===== src/rtl/ad7276_reader.sv =====
// SPI master for the AD7276 12-bit ADC: runs back-to-back 16-bit frames while en is high
// and presents each 12-bit sample with a one-cycle strobe and a leading-zero error flag.
//
// state | meaning
// IDLE  | csn/sclk high, waiting for en
// CONV  | csn low, 16 sclk periods, shifting sdata in on each sclk rise
// QUIET | csn/sclk high for QUIET_CYCLES between frames
module ad7276_reader #(
   parameter int CLK_DIV      = 1,
   parameter int QUIET_CYCLES = 2
) (
   input  logic        clk,
   input  logic        rst,
   input  logic        en,
   output logic        ad7276_csn,
   output logic        ad7276_sclk,
   input  logic        ad7276_sdata,
   output logic        adc_data_en,
   output logic [11:0] adc_data,
   output logic        adc_frame_err
);

   localparam int DW = $clog2(CLK_DIV) + 1;
   localparam int QW = $clog2(QUIET_CYCLES) + 1;

   typedef enum logic [1:0] {IDLE, CONV, QUIET} state_t;

   state_t        state, state_nxt;
   logic [DW-1:0] div_cnt, div_nxt;
   logic [3:0]    bit_cnt, bit_nxt;
   logic [QW-1:0] q_cnt, q_nxt;
   logic [14:0]   shift, shift_nxt;
   logic [15:0]   frame;
   logic          csn_nxt, sclk_nxt, data_en_nxt, err_nxt;
   logic [11:0]   data_nxt;

   always_ff @(posedge clk or posedge rst) begin
      if (rst) begin
         state         <= IDLE;
         ad7276_csn    <= 1'b1;
         ad7276_sclk   <= 1'b1;
         div_cnt       <= '0;
         bit_cnt       <= '0;
         q_cnt         <= '0;
         shift         <= '0;
         adc_data_en   <= 1'b0;
         adc_data      <= '0;
         adc_frame_err <= 1'b0;
      end else begin
         state         <= state_nxt;
         ad7276_csn    <= csn_nxt;
         ad7276_sclk   <= sclk_nxt;
         div_cnt       <= div_nxt;
         bit_cnt       <= bit_nxt;
         q_cnt         <= q_nxt;
         shift         <= shift_nxt;
         adc_data_en   <= data_en_nxt;
         adc_data      <= data_nxt;
         adc_frame_err <= err_nxt;
      end
   end

   always_comb begin
      state_nxt   = state;
      csn_nxt     = ad7276_csn;
      sclk_nxt    = ad7276_sclk;
      div_nxt     = div_cnt;
      bit_nxt     = bit_cnt;
      q_nxt       = q_cnt;
      shift_nxt   = shift;
      data_en_nxt = 1'b0;
      data_nxt    = adc_data;
      err_nxt     = adc_frame_err;
      // full frame including the bit arriving on this sclk rise
      frame       = {shift, ad7276_sdata};

      case (state)
         IDLE: begin
            csn_nxt  = 1'b1;
            sclk_nxt = 1'b1;
            if (en) begin
               state_nxt = CONV;
               csn_nxt   = 1'b0;
               div_nxt   = '0;
               bit_nxt   = '0;
            end
         end
         CONV: begin
            if (div_cnt == DW'(CLK_DIV - 1)) begin
               div_nxt  = '0;
               sclk_nxt = ~ad7276_sclk;
               if (!ad7276_sclk) begin
                  shift_nxt = frame[14:0];
                  bit_nxt   = bit_cnt + 4'd1;
                  if (bit_cnt == 4'd15) begin
                     csn_nxt     = 1'b1;
                     data_en_nxt = 1'b1;
                     data_nxt    = frame[13:2];
                     err_nxt     = (frame[15:14] != 2'b00);
                     q_nxt       = '0;
                     state_nxt   = QUIET;
                  end
               end
            end else begin
               div_nxt = div_cnt + DW'(1);
            end
         end
         QUIET: begin
            csn_nxt  = 1'b1;
            sclk_nxt = 1'b1;
            if (q_cnt == QW'(QUIET_CYCLES - 1)) begin
               if (en) begin
                  state_nxt = CONV;
                  csn_nxt   = 1'b0;
                  div_nxt   = '0;
                  bit_nxt   = '0;
               end else begin
                  state_nxt = IDLE;
               end
            end else begin
               q_nxt = q_cnt + QW'(1);
            end
         end
         default: state_nxt = IDLE;
      endcase
   end

endmodule

===== config.mk =====
export PLATFORM = sky130hd
export DESIGN_NAME = ad7276_reader
export DESIGN_NICKNAME = d
export VERILOG_FILES = /design/src/rtl/ad7276_reader.sv
export SDC_FILE = /design/constraint.sdc
export NUM_CORES = 1
export LEC_CHECK = 0
export ABC_CLOCK_PERIOD_IN_PS = 2800
export CAP_MARGIN = 20
export CORE_MARGIN = 2
export CORE_UTILIZATION = 55
export CTS_CLUSTER_DIAMETER = 150
export DETAILED_ROUTE_END_ITERATION = 10
export MAX_ROUTING_LAYER = met4
export PLACE_DENSITY = 0.79
export REMOVE_ABC_BUFFERS = 1
export SYNTH_ARGS = -nofsm -noshare
export SYNTH_HDL_FRONTEND = slang
export SYNTH_SLANG_ARGS = --single-unit

===== constraint.sdc =====
create_clock -name clk -period 2.8 [get_ports clk]
set_input_delay 0.7 -clock clk [delete_from_list [all_inputs] [get_ports clk]]
set_output_delay 0.7 -clock clk [all_outputs]
set_load 0.01 [all_outputs]

==> impl_results.md <==
- Final hold violation count: 0
- Port bufs: 19
- Mapped cell area: 1715 um2
- Final GP Congestion: slightly below 0.8
- Synth Area in Compound Gates: 0.07002
- Setup bufs post-CTS: 0
- Pwr Total: 1.601 mW
- Die Wd: 59.85 um
- WL final: approximately 2.6 mm
- Synth cell types: 32
- Synth warnings: 0
- Slowest CP cell: dfstp_2
- CTS Buf Count: 5
- Wire length on met1: 1.032 mm
- Slew @ Worst Pin: 0.6557 ns
- Synth Area in XOR/XNOR: 0
- CP Buf/Inv Count: 1
- Worst Path Required: 2.10 ns
- Tcrit/Tclk final: 0.7841
- Async SR Flop Fraction: 1.000
- DP HPWL: 1.943 mm
- Clock Sinks: 39
- Placed insts: 175
- Vias in the first global route: 1071
- Crit-path cells: clkdlybuf4s50_1
- Final Setup Violations: 0
- Iteration-0 DRC count of the detailed router: 37
- Initial antenna violation count: 0
- Longest Clk Path Bufs: 2
- Worst-path maximum fanout: 6
- WL met2: 1.392 mm
- Vias: ~1100
- Num ports: 20
- Die ar.: ~3600 um2
- Layout cell share with drive strength beyond 1: 0.2267
- Slew Limit Headroom: 0.5624
- Drt drc: 0
- Later-pin clock latency in the skew report: 0.34 ns
- Layout Nets: 161
- H-tree depth: 2
- Clock tree from TritonCTS: done
- Most numerous cell in the Yosys netlist: dfrtp_1
- FMAX: about 460 MHz
- GR Util All Layers: 0.1754
- Max VDD drop: approximately 0.00054 V
- GR Overflow Total: 0
- Synth Area in Simple Gates: 0.06637
- Post-synthesis area per instance: 13.72 um2
- Max-cap violations: 0
- Largest net degree at the start of global routing: 24
- Clk slew on worst S/H paths: around 0.1 ns
- Top area cells in the synthesized netlist: dfrtp_1, mux2_2, mux2_1
- Hold slack final: 0.4983 ns
- Minimum clock period: 2.196 ns
- Ys flop type: dfrtp_1
- Max incr delay on CP: 0.61 ns
- Diodes inserted: 0
- Row count: 20
- Yosys reg bits: 39
- Total negative slack: 0 ns
- Finished Core Util: 0.6729
- Pwr dens: 792.4 nW/um2
- Worst Hold Class: flip-flop to flip-flop
- Hold_buf cts: 0
- EDFF count, synth: 0
- Status: finished clean
- Via density per instance: 5.754
- Area leader, netlist: dfrtp_1
- First-pass GRT wire length: about 4.5 mm
- Post-synth top area share: 0.5398
- Unrepaired setup endpoints after global routing: no
- Met3 wire len: 113 um
- Critical path capture point type: output port
- Cells after Synth: between 100 and 150
- Slew Limit Fails: 0
- P&R area growth vs syn: 17.80%
- Critical path type: flip-flop to output port
- Core Box Area: between 3000 and 4000 um2
- Post-CTS Resized: 0
- Final Skew: 0.005957 ns
- Arrival @ worst endpoint: about 1.5 ns
- Mux contribution to synthesized area: 0.2086
- Static leakage: 0.9788 nW
- Critical path's top delay family: flip-flops
- Drt wl/cell: 14.13 um
- Clock root buffer: clkbuf_4
- Die extent in y: 59.85 um
- Routed Antenna Nets: 0
- Drt pass-1 iters: 4
- CP startpoint kind: flip-flop
- Commonest cells post-synth: dfrtp_1, mux2_2, mux2_1
- Post-synthesis sequential area ratio: 0.5704
- Initial Util: 0.5712
- Largest family of logic cells by synthesized area: multiplexers
- Adder-Cell Fraction of Synth Area: 0.05835
- Finished Layout Cells: 183
- Top Layer Used: met4
[registers in the layout, indices dropped and copies added (netlist names)]
signal and flops:
ad7276_csn 1, ad7276_sclk 1, adc_data 12, adc_data_en 1, adc_frame_err 1, bit_cnt 4, q_cnt 2, shift 15
state 2
[cell type report]
| class | count | area (um2) |
|---|---|---|
| clock buffers | 8 | 68.82 |
| fillers | 226 | 982.2 |
| inverters | 6 | 22.52 |
| multi-input cells | 76 | 691.9 |
| flip-flops and latches | 39 | 978.4 |
| well taps | 33 | 41.29 |
| repair buffers | 21 | 217.7 |
[per-layer routing]
metal	track usage	vias to the layer above
met3	0.05844	7
met2	0.3012	22
met1	0.1857	532
met4	0.06667	0
met5	-	-
li1	-	492
[through the flow]
stage	worst slack, ns	cell area [um2]
floorplan	0.8016	1693
global placement	0.5966	1952
detailed placement	0.5827	1952
CTS	0.5893	2021
global route	0.5542	2021
finish	0.6044	2021
[cell usage in the layout (no fill, tap or decap), types with 3 or more instances in the layout]
master / count
dfrtp_1: 37
mux2_2: 19
clkdlybuf4s50_1: 19
mux2_1: 11
ha_1: 8
nor2_1: 6
inv_1: 6
nand2_1: 5
clkbuf_4: 5
o21ai_0: 3
[kinds of logic after synthesis]
family | count (synthesis)
DFF | 39
muxes | 32
and+or+nand+nor | 21
AOI/OAI and AO/OA | 15
buffers and inverters | 10
adders and majority gates | 8
[where the power goes]
| group | internal [mW] | total, mW | switching (mW) |
|---|---|---|---|
| sequential | 0.677 | 0.762 | 0.0851 |
| clock | 0.148 | 0.314 | 0.167 |
| combinational | 0.260 | 0.525 | 0.265 |
| total | 1.08 | 1.60 | 0.516 |
[final timing paths]
path,start,to,slack (ns),cells past startpoint
setup / recovery,ad7276_sclk,ad7276_sclk,0.60,1
hold / removal,adc_data[5],adc_data[5],0.50,1
setup reg to reg,state[1],shift[5],0.73,5
hold reg to reg,adc_data[5],adc_data[5],0.50,1
max in group asynchronous,rst,adc_data[7],1.52,3
min in group asynchronous,rst,bit_cnt[3],0.74,2
Power figures use the tool's default switching activity.
